==> config.mk <==
export PLATFORM = sky130hd
export DESIGN_NAME = tdm_demultiplexer
export DESIGN_NICKNAME = d
export VERILOG_FILES = /design/src/rtl/tdm_pkg.sv /design/src/rtl/tdm_demultiplexer_channel_decoder.sv /design/src/rtl/tdm_demultiplexer.sv
export SDC_FILE = /design/constraint.sdc
export NUM_CORES = 1
export LEC_CHECK = 0
export ABC_AREA = 1
export CORE_MARGIN = 2
export CORE_UTILIZATION = 45
export DETAILED_ROUTE_END_ITERATION = 7
export PLACE_DENSITY = 0.76
export SYNTH_ARGS = -nofsm -noshare
export SYNTH_HDL_FRONTEND = slang
export SYNTH_SLANG_ARGS = --single-unit
==> constraint.sdc <==
create_clock -name Clk -period 1.8 [get_ports Clk]
set_clock_uncertainty 0.2 [all_clocks]
set_input_delay 0.27 -clock Clk [delete_from_list [all_inputs] [get_ports Clk]]
set_output_delay 0.27 -clock Clk [all_outputs]
set_load 0.02 [all_outputs]
==> src/rtl/tdm_pkg.sv <==
// Shared types and helpers for the TDM receive path.
// Latency: n/a (declarations only).
// Backpressure: n/a.
package tdm_pkg;

    // Frame assembly state: HUNT waits for channel 0, COLLECT gathers the rest.
    typedef enum logic {
        HUNT    = 1'b0,
        COLLECT = 1'b1
    } tdm_state_e;

    // Default frame size and the matching channel index width.
    localparam int DEF_CHANNELS = 2;
    localparam int CH_IDX_W     = $clog2(DEF_CHANNELS);

    // Channel index width for an arbitrary frame size (CHANNELS >= 2).
    function automatic int ch_idx_w(input int channels);
        return $clog2(channels);
    endfunction

endpackage

==> src/rtl/tdm_demultiplexer_channel_decoder.sv <==
// Turns a channel index plus write enable into one-hot capture-buffer strobes.
// Latency: combinational.
// Backpressure: none; the strobe is qualified entirely by the caller's write enable.
module channel_decoder #(
    parameter int SLOTS = 1,
    parameter int IDX_W = 1
) (
    input  logic [IDX_W-1:0] idx,
    input  logic             we,
    output logic [SLOTS-1:0] strobe
);

    // One strobe per capture slot; at most one is high, and only when writing.
    always_comb begin
        strobe = '0;
        for (int i = 0; i < SLOTS; i++) begin
            strobe[i] = we && (idx == IDX_W'(i));
        end
    end

endmodule

==> src/rtl/tdm_demultiplexer.sv <==
// Reassembles time-multiplexed channel words into a registered CHANNELS-word frame.
// Latency: frame valid 1 cycle after the last word of the frame is accepted.
// Backpressure: only the frame-completing word stalls, while an unconsumed frame is held.
module tdm_demultiplexer
    import tdm_pkg::*;
#(
    parameter int WIDTH    = 4,
    parameter int CHANNELS = 2
) (
    input  logic                      Clk,
    input  logic                      nReset,
    input  logic [WIDTH-1:0]          DataIn,
    input  logic                      DataValid,
    input  logic                      FrameStart,
    output logic                      DataReady,
    output logic [CHANNELS*WIDTH-1:0] DataOut,
    output logic                      FrameValid,
    input  logic                      FrameReady,
    output logic                      FrameError
);

    localparam int               IDX_W    = ch_idx_w(CHANNELS);
    localparam int               SLOTS    = CHANNELS - 1;
    localparam logic [IDX_W-1:0] LAST_IDX = IDX_W'(CHANNELS - 1);

    tdm_state_e                    state_q;
    tdm_state_e                    state_d;
    logic [IDX_W-1:0]              ch_idx_q;
    logic [IDX_W-1:0]              ch_idx_d;
    logic [SLOTS-1:0][WIDTH-1:0]   cap_buf_q;
    logic [SLOTS-1:0]              wr_stb;
    logic [IDX_W-1:0]              wr_idx;
    logic                          buf_we;
    logic                          accept;
    logic                          consume;
    logic                          complete;
    logic                          restart;

    // The completing word is the only one that needs the output register free.
    assign DataReady = nReset &&
                       !(state_q == COLLECT && ch_idx_q == LAST_IDX && FrameValid && !FrameReady);
    assign accept    = DataValid && DataReady;
    assign consume   = FrameValid && FrameReady;

    // Next-state and capture decisions for each accepted word.
    always_comb begin
        state_d  = state_q;
        ch_idx_d = ch_idx_q;
        buf_we   = 1'b0;
        wr_idx   = ch_idx_q;
        complete = 1'b0;
        restart  = 1'b0;
        if (accept) begin
            if (FrameStart) begin
                // Channel 0 always lands in slot 0, abandoning any partial frame.
                buf_we   = 1'b1;
                wr_idx   = '0;
                ch_idx_d = IDX_W'(1);
                state_d  = COLLECT;
                restart  = (state_q == COLLECT);
            end else if (state_q == COLLECT) begin
                if (ch_idx_q == LAST_IDX) begin
                    complete = 1'b1;
                    ch_idx_d = '0;
                    state_d  = HUNT;
                end else begin
                    buf_we   = 1'b1;
                    ch_idx_d = ch_idx_q + IDX_W'(1);
                end
            end
            // Accepted non-start words while hunting are dropped.
        end
    end

    channel_decoder #(
        .SLOTS (SLOTS),
        .IDX_W (IDX_W)
    ) u_channel_decoder (
        .idx    (wr_idx),
        .we     (buf_we),
        .strobe (wr_stb)
    );

    // FSM state and channel index registers.
    always_ff @(posedge Clk or negedge nReset) begin
        if (!nReset) begin
            state_q  <= HUNT;
            ch_idx_q <= '0;
        end else begin
            state_q  <= state_d;
            ch_idx_q <= ch_idx_d;
        end
    end

    // Capture buffer holds channels 0..CHANNELS-2 of the frame in progress.
    always_ff @(posedge Clk or negedge nReset) begin
        if (!nReset) begin
            cap_buf_q <= '0;
        end else begin
            for (int i = 0; i < SLOTS; i++) begin
                if (wr_stb[i]) begin
                    cap_buf_q[i] <= DataIn;
                end
            end
        end
    end

    // Output frame register; a completion on the consume edge refills it with no bubble.
    always_ff @(posedge Clk or negedge nReset) begin
        if (!nReset) begin
            DataOut    <= '0;
            FrameValid <= 1'b0;
            FrameError <= 1'b0;
        end else begin
            if (complete) begin
                DataOut    <= {DataIn, cap_buf_q};
                FrameValid <= 1'b1;
            end else if (consume) begin
                FrameValid <= 1'b0;
            end
            FrameError <= restart;
        end
    end

endmodule
; Word level (Yosys, flattened, before mapping)
; Index checks and enable logic that the tools add are counted.
; Widths: inputs -> output; s select.
[word_totals]
out_inout_bits = 11
regBits = 16
elab_cells = 37
input_bits = 9
[classes]
n_reduce_logical = 12
muxes = 17
addsub = 1
bitwise_logic = 1
[op_table]
columns = cell, count
row1 = $mux 1, 17
row2 = $logic_and 1x1->1, 7
row3 = $reduce_bool 2->1, 2
row4 = $logic_not 1->1, 2
row5 = $reduce_and 2->1, 1
row6 = $add 1x1->1 const B, 1
row7 = $not 1->1, 1

; Longest topological paths before layout
; Gate-level depths: netlist (run 1).
[logic_depth]
ltp_word = 9
ltp_mapped = 7
depth_no_buf = 7

; Hierarchy
; From an unflattened synthesis (run 1), not the netlist that was laid out.
[hier_totals]
hier_cells = 78
area_unflattened_um2 = 745.7
[modules_own_cells]
columns = module, area_per_inst_um2, instances, cells_per_inst
row1 = tdm_demultiplexer, 735.7, 1, 76
row2 = channel_decoder, 10.0, 1, 2

; Least setup slack after synthesis (run 1)
; OpenSTA, ideal clock, no wires.
[synth_timing]
kind = reg-to-output
start = register FrameValid
end = output port DataReady
path_stages_with_launch = 5
required_time_ns = 1.330
n_path_buf = 1
slack_ns = 0.408
arrival_time_ns = 0.922
cell_sequence = dfrtp_1 nand2_1 nor2_1 nor2_2 buf_6
[synth_between]
elab_chain_cells = 4
[synth_rtl]
columns = item, line_no
row1 = "start, declared", tdm_demultiplexer.sv:17  ; output logic FrameValid,
row2 = "start signal, assigned", tdm_demultiplexer.sv:112  ; FrameValid <= 1'b0;
row3 = "start signal, assigned", tdm_demultiplexer.sv:117  ; FrameValid <= 1'b1;
row4 = "start signal, assigned", tdm_demultiplexer.sv:119  ; FrameValid <= 1'b0;
row5 = $logic_and 1x1->1 (2 in series), tdm_demultiplexer.sv:41  ; !(state_q == COLLECT && ch_idx_q == LAST_IDX && FrameValid && !FrameReady);
row6 = $logic_not 1->1, tdm_demultiplexer.sv:41
row7 = $logic_and 1x1->1, tdm_demultiplexer.sv:40  ; assign DataReady = nReset &&
row8 = "end, declared", tdm_demultiplexer.sv:15  ; output logic DataReady,
; Every way passes these cells.

; Worst setup path after layout (run 1)
[layout_timing]
start = register FrameValid
end = output port FrameValid
; No word-level cell between the ends.

==> out/qor.csv, run 1 <==
stage,metric,value,unit
status,outcome,"finished, final reports clean",
critical_path,critPathLaunchType,register,
timing,rsz0062_at_grt,false,
floorplanning,die_area,1947,µm²
floorplanning,ios,20,
critical_path,path_max_fanout,3,
grt,grt_max_degree,20,
finish,fin_util,0.6478,
floorplanning,core_area,1506,µm²
placed_design,portBuffers,19,
timing,period_share,0.9672,
logic_synthesis,syn-num-nets,91,
detailed_routing,drtIter0Drc,14,
floorplanning,die_w,44.13,µm
logic_synthesis,synth_top_area_cell,dfrtp_1,
logic_synthesis,avgSynthCellArea,8.835,µm²
critical_path,r2r_slack,0.31,ns
run,maxCapViolCount,0,
logic_synthesis,synth_area,724.4,µm²
timing,hold_viol,0,
logic_synthesis,ys_ff_latch,16,
floorplanning,initial_core_util,0.4809,
critical_path,r2r_start,ch_idx_q$_DFFE_PN0P_,
power_and_ir_drop,seqPwrFrac,0.456,
critical_path,cpPeakStageDelay,0.61,ns
power_and_ir_drop,powerDensity,1160,nW/µm²
clock_tree,ctsHtreeMaxLevel,1,
detailed_routing,drtPass1Iterations,4,
critical_path,crit_path_end_kind,primary output,
timing,fin_hold_ws,0.1701,ns
logic_synthesis,synth-seq-area-share,0.5527,
finish,diodes,0,
logic_synthesis,async_reset_ff_frac,1.000,
clock_tree,path_clk_slew,0.09,ns
finish,drive_gt1_frac,0.1402,
detailed_routing,routedWlPerCell,12.24,µm
finish,final_nets,118,
floorplanning,dieHeight,44.13,µm
logic_synthesis,yosysUniqueCellTypes,13,
power_and_ir_drop,p_int,745.4,µW
critical_path,path_cells,clkdlybuf4s50_1,
critical_path,cp.arrival,1.27,ns
finish,area_delta_synth_final,34.71,%
grt,grt_usage,0.1850,
timing,maxSlewViolCount,0,
power_and_ir_drop,p_sw,386.6,µW
critical_path,cp_num_buf_inv,1,
logic_synthesis,synth_most_common_cell,nand2_1,
logic_synthesis,synth_cells,82,
logic_synthesis,ys_top_cells_by_area,"dfrtp_1 55%, nand2_1 18%, nand4_1 12%",
critical_path,required,1.33,ns
power_and_ir_drop,pwr-share-comb,0.384,
logic_synthesis,yosysWarningCount,0,
logic_synthesis,synth_edf_count,0,
floorplanning,core.rowCount,14,
clock_tree,cts_hold_buf,0,
detailed_routing,routed_wl,1.506,mm
placed_design,dp_slack,-0.3205,ns
timing,max_slew.worst_pin.slew,0.2582,ns
grt,overflow,0,
power_and_ir_drop,sw_frac_of_total,0.3416,
timing,setup_viol,0,
logic_synthesis,synth_top_area_frac,0.5527,
power_and_ir_drop,clkPwrFrac,0.160,
logic_synthesis,synth-main-ff-cell,dfrtp_1,
clock_tree,cts_tree,yes,
clock_tree,cts.sinks,16,
finish,fin_cells,123,
critical_path,path_class,reg2out,
detailed_routing,route.detailed.drc,0,
critical_path,critPathTopFamily,buffers and inverters,
detailed_routing,num_vias,645,
timing,timing.fmax,574.4,MHz
timing,relSlewSlack,0.8274,
critical_path,slowest_stage,clkdlybuf4s50_1,
clock_tree,cts_buffers,3,
grt,grt_pass1_vias,577,
critical_path,r2r-end,cap_buf_q[1]$_DFFE_PN0P_,
min_path,hp-class,in2async,
clock_tree,cts_root_buf,clkbuf_4,
detailed_routing,antenna_left,0,
clock_tree,cts_setup_buffers,0,
grt,grt_pass1_wl,2.559,mm
detailed_routing,routed_via_density,5.244,
power_and_ir_drop,p_leak,0.0004983,µW
placed_design,dpl.hpwl,1.171,mm
logic_synthesis,synth_top_cells_by_count,"35 x nand2_1, 16 x dfrtp_1, 14 x nand4_1, 6 x inv_1",
grt,antenna_found_initial,0,
placed_design,place_inst,120,
clock_tree,insertion_delay,0.28,ns
timing,fin_crit,1.741,ns
clock_tree,cts_buffer_depth,2,
placed_design,gp_congestion,0.8397,
critical_path,reg2reg_depth,6,
power_and_ir_drop,vdd_ir_drop_max,590.5,µV
timing,worst_slack,0.05901,ns
==> power by group through the flow <==
stage	registers, µW	clock network, µW	logic [µW]
2_1_floorplan	613	0	125
3_3_place_gp	518	0	431
3_5_place_dp	523	0	438
4_1_cts	516	186	439
5_1_grt	528	204	473
6_report	516	182	435
==> registers in the layout, summed over array words and instances, names as in the netlist <==
name and cells:
ch_idx_q 1, cap_buf_q 4, DataOut 8, state_q 1, FrameError 1, FrameValid 1
==> area by class of cell <==
type / instances / area (µm²)
inverter: 7 / 26.28
timing repair buffer: 25 / 230.2
multi-input combinational: 56 / 276.5
sequential: 16 / 400.4
tap: 16 / 20.02
fill: 132 / 530.5
clock buffer: 3 / 22.52
==> worst max-delay path by stage <==
stage | start | to | slack [ns] | depth (start not counted)
floorplan | FrameValid$_DFFE_PN0P_ | DataReady | 0.41 | 4
global placement | FrameReady | DataReady | -0.31 | 6
detailed placement | FrameReady | DataReady | -0.32 | 6
CTS | FrameReady | DataReady | 0.02 | 6
global route | FrameValid$_DFFE_PN0P_ | FrameValid | 0.01 | 1
finish | FrameValid$_DFFE_PN0P_ | FrameValid | 0.06 | 1
==> per-stage QoR <==
| stage | power, µW | setup TNS [ns] | instance area [µm²] |
|---|---|---|---|
| finish | 1132 | 0 | 975.9 |
| global placement | 948.6 | -0.4240 | 958.4 |
| detailed placement | 960.8 | -0.4632 | 958.4 |
| global route | 1205 | 0 | 975.9 |
| CTS | 1141 | 0 | 982.2 |
| floorplan | 738.6 | 0 | 724.4 |
==> cells in the final DEF (no fill, tap or decap) <==
cell type / instances
buf_2: 1
buf_4: 6
clkbuf_4: 3
clkdlybuf4s50_1: 18
dfrtp_1: 16
inv_1: 6
inv_2: 1
nand2_1: 35
nand2_2: 1
nand4_1: 14
nand4_4: 1
nor2_1: 2
nor2_2: 1
nor2_4: 1
nor3_1: 1
==> metal layers <==
| metal | up-vias | global-route usage | part of all wire |
|---|---|---|---|
| met5 | - | 0 | 0 |
| met4 | 0 | 0.1091 | 0.014 |
| li1 | 321 | - | - |
| met3 | 2 | 0.04898 | 0.038 |
| met2 | 20 | 0.2765 | 0.48 |
| met1 | 302 | 0.2414 | 0.47 |
==> logic make-up after synthesis <==
group	synth area share
buffers and inverters	0.06562
flip-flops	0.5527
AND/OR/NAND/NOR	0.3817
==> repair_timing <==
item / CTS / global route
setup endpoints to repair: 1 / 1
resized for setup: 3 / 1
gates cloned: 0 / 0
Note: power is estimated with default switching activity, not from simulation.
==> inputs of run 2 (changes only) <==
CORE_AREA = 2 2 39 41   (was unset)
CORE_MARGIN = unset   (was 2)
CORE_UTILIZATION = unset   (was 45)
DIE_AREA = 0 0 41 43   (was unset)
DONT_BUFFER_PORTS = 1   (was unset)
PLACE_DENSITY = 0.7   (was 0.76)
SETUP_SLACK_MARGIN = 0.15   (was unset)
==> run 2 against run 1 <==
Against the previous run:
- largest power group unchanged
- non-clock buffer count fell by 12
- sequential power rose by 21%
- routed wire length rose by 6.0%
- first-iteration DRC count fell by 43%
- cell count fell by 8.9%
- the run now ends with negative hold slack left
- worst hold slack got worse by 0.71 ns
- clock-buffer cell count rose by 1
- via count fell by 6.0%
- flip-flop and latch count did not move
- worst setup slack improved by 0.072 ns
==> out/qor.csv, run 2 (same netlist as run 1, synthesis figures left out) <==
stage,metric,value,unit,change
status,outcome,"complete, but fails checks",,
status,violations,negative hold slack,,
grt,antenna_found_initial,0,,unchanged
detailed_routing,routedWlPerCell,14.26,µm,+16%
grt,grt_pass1_wl,2.711,mm,+5.9%
detailed_routing,drtIter0Drc,8,,-6
timing,period_share,0.9274,,-0.03978
finish,largest_reg_flops,8,,unchanged
clock_tree,insertion_delay,0.29,ns,about the same
critical_path,cp.arrival,1.20,ns,-0.07 ns
critical_path,cp.depth,4,,+3
critical_path,endpoint,DataReady,,
finish,layout_commonest_cell,nand2_1,,
power_and_ir_drop,p_leak,0.0004755,µW,-4.6%
clock_tree,cts_tree,yes,,
clock_tree,cts_root_buf,clkbuf_4,,
timing,setup_viol,0,,unchanged
timing,rsz0062_at_grt,true,,
power_and_ir_drop,vdd_ir_drop_max,712.3,µV,+21%
finish,final_nets,106,,-10%
timing,hold_viol,18,,+18
timing,setup_tns,0,ns,unchanged
detailed_routing,drtPass1Iterations,4,,unchanged
power_and_ir_drop,sw_frac_of_total,0.3636,,+0.02204
finish,drive_gt1_frac,0.2083,,+0.06815
finish,final_cell_mix,"33 x nand2_1, 15 x dfrtp_1, 14 x nand4_1, 6 x inv_1, 5 x dlygate4sd3_1",,
floorplanning,initial_core_util,0.5235,,+0.04261
detailed_routing,routed_wl,1.597,mm,+6.0%
critical_path,cpMostUsedCell,nor2_2,,
critical_path,r2r_start,FrameValid$_DFFE_PN0P_,,
power_and_ir_drop,p_sw,379.0,µW,-2.0%
timing,timing.fmax,599.0,MHz,+4.3%
clock_tree,cts_hold_buf,6,,+6
detailed_routing,antenna_left,0,,unchanged
finish,diodes,0,,unchanged
floorplanning,dieHeight,43,µm,-2.5%
placed_design,dp_slack,0.3355,ns,+0.6561 ns
floorplanning,core.rowCount,14,,unchanged
power_and_ir_drop,p_int,663.3,µW,-11%
clock_tree,ctsHtreeMaxLevel,1,,unchanged
critical_path,r2r-end,cap_buf_q[2]$_DFFE_PN0P_,,
critical_path,critPathTopFamily,flip-flops,,
finish,top_regs,"DataOut: 8 flops, cap_buf_q: 4 flops",,
timing,max_slew.worst_pin.slew,0.5517,ns,+0.2935 ns
detailed_routing,route.detailed.drc,0,,unchanged
finish,area_delta_synth_final,24.01,%,
power_and_ir_drop,clkPwrFrac,0.226,,+0.066
floorplanning,ios,20,,unchanged
critical_path,cpPeakStageDelay,0.47,ns,-0.14 ns
power_and_ir_drop,seqPwrFrac,0.598,,+0.142
grt,overflow,0,,unchanged
min_path,hp-class,in2async,,
timing,relSlewSlack,0.6322,,-0.1951
clock_tree,cts_buffers,3,,unchanged
grt,grt_pass1_vias,613,,+6.2%
placed_design,portBuffers,0,,-19
critical_path,reg2reg_depth,9,,+3
critical_path,cp_num_buf_inv,1,,unchanged
run,maxCapViolCount,0,,unchanged
detailed_routing,routed_via_density,5.411,,+3.2%
critical_path,path_cells,nand2_2 > nor2_2 > nor2_2 > buf_6,,
timing,worst_slack,0.1306,ns,+0.07160 ns
power_and_ir_drop,pwr-share-comb,0.176,,-0.208
placed_design,dpl.hpwl,988.4,µm,-16%
floorplanning,core_area,1384,µm²,-8.1%
critical_path,critPathLaunchType,register,,
finish,fin_util,0.6492,,+0.001345
timing,fin_crit,1.669,ns,-0.07160 ns
placed_design,gp_congestion,0.8047,,-4.2%
critical_path,critPathLaunch,FrameValid$_DFFE_PN0P_,,
floorplanning,die_w,41,µm,-7.1%
grt,grt_usage,0.2323,,+0.04732
clock_tree,cts.sinks,16,,unchanged
timing,fin_hold_ws,-0.5376,ns,-0.7077 ns
critical_path,slowest_stage,dfrtp_2,,
clock_tree,path_clk_slew,0.09,ns,about the same
critical_path,r2r_slack,0.16,ns,-0.15 ns
timing,maxSlewViolCount,0,,unchanged
critical_path,path_class,reg2out,,
detailed_routing,num_vias,606,,-6.0%
critical_path,path_max_fanout,7,,+4
grt,grt_max_degree,21,,+5.0%
finish,top_register,DataOut,,
critical_path,crit_path_end_kind,primary output,,
finish,nFillCells,111,,-16%
critical_path,required,1.33,ns,about the same
clock_tree,cts_buffer_depth,2,,unchanged
floorplanning,die_area,1763,µm²,-9.5%
power_and_ir_drop,powerDensity,1160,nW/µm²,about the same
[run 2: how the worst min path moves through the flow]
| stage | end | slack, ns | cells past startpoint |
|---|---|---|---|
| after floorplan | DataOut[0]$_DFFE_PN0P_ | -0.23 | 0 |
| after global placement | DataOut[5]$_DFFE_PN0P_ | -0.23 | 0 |
| after detailed placement | DataOut[0]$_DFFE_PN0P_ | -0.23 | 0 |
| after CTS | FrameValid$_DFFE_PN0P_ | -0.54 | 0 |
| after global routing | FrameValid$_DFFE_PN0P_ | -0.56 | 0 |
| final | FrameValid$_DFFE_PN0P_ | -0.54 | 0 |
[run 2: layout make-up]
class                   count  area [µm²]  share of cell area
clock buffers               4       36.28             0.04039
flip-flops and latches     16       401.6              0.4471
multi-input cells          56       284.0              0.3162
well taps                  16       20.02             0.02228
inverters                   7       26.28             0.02925
repair buffers             13       130.1              0.1448
[run 2: timing repair]
item	in CTS	in global routing
hold endpoints to repair	32	18
endpoints found under the setup margin	1	10
pin swaps	2	6
gates cloned	1	0
resized for setup	4	6
setup buffers	5	0
[run 2: power groups by stage]
stage	Combinational [µW]	Sequential [µW]	Clock [µW]
2_1_floorplan	125	613	0
3_3_place_gp	134	627	0
3_5_place_dp	141	633	0
4_1_cts	176	624	244
5_1_grt	212	641	260
6_report	184	623	235
[run 2: through the flow]
step                instance area [µm²]  hold slack, ns  power [µW]  cells
finish                            898.4         -0.5376        1042    112
global route                      898.4         -0.5567        1114    112
CTS                               879.6         -0.5422        1044    112
detailed placement                730.7         -0.2252       773.8     96
global placement                  730.7         -0.2251       760.8     96
floorplan                         724.4         -0.2256       738.6     82
[run 2: layer usage]
metal  part of all wire  track usage  wire [µm]
met1               0.44       0.3185        703
met2               0.50       0.3438        800
met3              0.043      0.04188         68
met4              0.014       0.1067         23
met5                  0            0          0
==> inputs of run 3 (changes only) <==
ABC_AREA = unset   (was 1)
PLACE_DENSITY = unset   (was 0.7)
==> run 3 against run 2 <==
Against the previous run:
- the run now ends clean
- sequential share of layout area up 2.0 points
- register-to-register slack about the same
- clock-buffer cell count unchanged
- first-iteration DRC count down 63%
- worst setup slack better by 0.043 ns
- worst hold slack better by 0.56 ns
- final area down 4.0%
- flip-flop and latch count unchanged
==> out/qor.csv, run 3 <==
stage,metric,value,unit,change
logic_synthesis,synth_most_common_cell,dfrtp_1,,
power_and_ir_drop,p_int,801.4,µW,+21%
critical_path,r2r_start,state_q$_DFFE_PN0P_,,
timing,period_share,0.9035,,-0.02398
power_and_ir_drop,sw_frac_of_total,0.3375,,-0.02611
logic_synthesis,avgSynthCellArea,14.46,µm²,+64%
logic_synthesis,synth_top_area_cell,dfrtp_1,,
timing,timing.fmax,614.9,MHz,+2.7%
floorplanning,core.rowCount,14,,unchanged
grt,overflow,0,,unchanged
timing,rsz0062_at_grt,true,,
detailed_routing,num_vias,422,,-30%
critical_path,path_max_fanout,6,,-1
detailed_routing,antenna_left,0,,unchanged
min_path,hp-class,in2reg,,
placed_design,dpl.hpwl,866.2,µm,-12%
critical_path,crit_path_end_kind,register,,
floorplanning,core_area,1384,µm²,unchanged
finish,final_cell_mix,"14 x dfrtp_1, 9 x mux2_4, 6 x dlygate4sd3_1, 5 x buf_4, 4 x a21oi_1",,
finish,area_delta_synth_final,32.50,%,
power_and_ir_drop,vdd_ir_drop_max,688.9,µV,-3.3%
clock_tree,cts_buffers,3,,unchanged
grt,grt_pass1_vias,421,,-31%
logic_synthesis,yosysWarningCount,0,,unchanged
power_and_ir_drop,clkPwrFrac,0.194,,-0.032
finish,largest_reg_flops,8,,unchanged
power_and_ir_drop,powerDensity,1403,nW/µm²,+21%
critical_path,critPathLaunch,state_q$_DFFE_PN0P_,,
critical_path,path_class,reg2reg,,
clock_tree,ctsHtreeMaxLevel,1,,unchanged
logic_synthesis,yosysUniqueCellTypes,14,,+1
detailed_routing,routed_wl,1.270,mm,-20%
logic_synthesis,async_reset_ff_frac,1.000,,unchanged
logic_synthesis,ys_top_cells_by_area,"dfrtp_1 62%, mux2_2 21%, nor4_4 3.3%",,
run,maxCapViolCount,0,,unchanged
timing,fin_crit,1.626,ns,-0.04317 ns
placed_design,place_inst,65,,-32%
placed_design,dp_slack,0.1857,ns,-0.1498 ns
floorplanning,ios,20,,unchanged
finish,final_nets,71,,-33%
detailed_routing,routed_via_density,5.481,,+1.3%
clock_tree,path_clk_slew,0.09,ns,about the same
timing,setup_viol,0,,unchanged
logic_synthesis,synth_area,650.6,µm²,-10%
timing,setup_tns,0,ns,unchanged
grt,grt_max_degree,17,,-19%
finish,top_regs,"DataOut: 8 flops, cap_buf_q: 4 flops",,
logic_synthesis,synth-seq-area-share,0.6154,,+0.06271
floorplanning,dieHeight,43,µm,unchanged
logic_synthesis,ys_ff_latch,16,,unchanged
critical_path,r2r_slack,0.17,ns,about the same
finish,drive_gt1_frac,0.4918,,+0.2835
timing,max_slew.worst_pin.slew,0.6833,ns,+0.1316 ns
floorplanning,die_w,41,µm,unchanged
critical_path,cp.arrival,1.60,ns,+0.40 ns
clock_tree,cts_tree,yes,,
clock_tree,cts.sinks,16,,unchanged
detailed_routing,drtPass1Iterations,2,,-2
grt,grt_usage,0.1545,,-0.07786
clock_tree,insertion_delay,0.28,ns,about the same
detailed_routing,route.detailed.drc,0,,unchanged
logic_synthesis,syn-num-nets,54,,-41%
clock_tree,cts_root_buf,clkbuf_4,,
detailed_routing,drtIter0Drc,3,,-5
power_and_ir_drop,seqPwrFrac,0.580,,-0.018
critical_path,r2r-end,cap_buf_q[2]$_DFFE_PN0P_,,
finish,diodes,0,,unchanged
detailed_routing,routedWlPerCell,16.49,µm,+16%
logic_synthesis,synth_edf_count,0,,unchanged
timing,hold_viol,0,,-18
finish,fin_cells,77,,-31%
critical_path,required,1.77,ns,+0.44 ns
critical_path,critPathLaunchType,register,,
placed_design,gp_congestion,0.6148,,-24%
finish,top_register,DataOut,,
logic_synthesis,synth_top_area_frac,0.6154,,+0.06271
logic_synthesis,synth_cells,45,,-45%
power_and_ir_drop,pwr-share-comb,0.225,,+0.049
clock_tree,cts_buffer_depth,2,,unchanged
power_and_ir_drop,p_leak,0.0003881,µW,-18%
timing,worst_slack,0.1738,ns,+0.04317 ns
floorplanning,die_area,1763,µm²,unchanged
grt,antenna_found_initial,0,,unchanged
logic_synthesis,synth_top_cells_by_count,"16 x dfrtp_1, 12 x mux2_2, 4 x a21oi_1, 2 x and2_1, 2 x nand3_1",,
timing,relSlewSlack,0.5430,,-0.08926
grt,grt_pass1_wl,1.794,mm,-34%
status,outcome,"finished, final reports clean",,
placed_design,portBuffers,0,,unchanged
critical_path,reg2reg_depth,4,,-5
power_and_ir_drop,p_sw,408.2,µW,+7.7%
finish,nFillCells,110,,-0.90%
finish,layout_commonest_cell,dfrtp_1,,
critical_path,endpoint,cap_buf_q[2]$_DFFE_PN0P_,,
logic_synthesis,synth-main-ff-cell,dfrtp_1,,
timing,maxSlewViolCount,0,,unchanged
floorplanning,initial_core_util,0.4702,,-0.05335
## run 3: cell count changes after synthesis, sizes merged, moves of 2 or more
cell / previous run / this run
buf: 3 / 0
a21oi: 0 / 4
nor2: 4 / 0
inv: 7 / 1
nand2: 36 / 0
and2: 0 / 2
nand3: 0 / 2
mux2: 0 / 12
nand4: 15 / 0
## run 3: power by group through the flow
| stage | Clock [µW] | Sequential [µW] | Combinational [µW] |
|---|---|---|---|
| floorplan | 0 | 677 | 158 |
| global placement | 0 | 695 | 180 |
| detailed placement | 0 | 706 | 190 |
| CTS | 241 | 698 | 211 |
| global route | 258 | 722 | 297 |
| finish | 235 | 702 | 272 |
## run 3: worst max-delay path: stages (launching register included)
cell,delay [ns]
dfrtp_2,0.45
and2b_2,0.20
o211ai_1,0.16
buf_4,0.18
mux2_2,0.33
## run 3: final cells by class
type                       count  area [µm²]  share of cell area
clock buffer                   4       36.28             0.04209
inverter                       1       3.754            0.004354
multi-input combinational     28       290.3              0.3367
sequential                    16       402.9              0.4673
tap                           16       20.02             0.02322
timing repair buffer          12       108.9              0.1263
## run 3: logic make-up (layout without fill, tap and decap cells)
logic type / Yosys count / count (layout) / share of synthesized area
compound gates: 6 / 6 / 0.05000
simple gates: 10 / 10 / 0.1212
mux: 12 / 12 / 0.2077
flops: 16 / 16 / 0.6154
buf+inv: 1 / 17 / 0.005764
## run 3: how the worst min path moves through the flow
stage	endpoint	cells after the start	startpoint
floorplan	DataOut[0]$_DFFE_PN0P_	0	nReset
global placement	FrameError$_DFF_PN0_	0	nReset
detailed placement	FrameError$_DFF_PN0_	0	nReset
CTS	FrameError$_DFF_PN0_	2	FrameReady
global route	FrameError$_DFF_PN0_	2	FrameReady
finish	FrameError$_DFF_PN0_	2	FrameReady
## run 3: timing repair
item,in CTS,in global routing
setup buffers,0,2
endpoints found under the hold margin,26,0
pin swaps,0,1
resized for setup,1,11
hold buffers,6,0
endpoints found under the setup margin,1,13
## run 3: per-layer routing
layer | GRT usage | vias up | part of all wire
li1 | - | 196 | -
met1 | 0.1923 | 210 | 0.41
met2 | 0.2344 | 14 | 0.52
met3 | 0.04188 | 2 | 0.065
met4 | 0.08000 | 0 | 0.0031
met5 | 0 | - | 0
## run 3: metrics by stage
| step | power [µW] | utilization | hold slack [ns] | area [µm²] |
|---|---|---|---|---|
| floorplan | 834.9 | - | -0.2256 | 663.1 |
| detailed placement | 896.4 | 0.5154 | -0.2252 | 713.2 |
| global placement | 875.6 | 0.5154 | -0.2252 | 713.2 |
| CTS | 1149 | 0.5859 | 0.01760 | 810.8 |
| global route | 1277 | 0.6230 | 0.02212 | 862.1 |
| finish | 1210 | 0.6230 | 0.02177 | 862.1 |
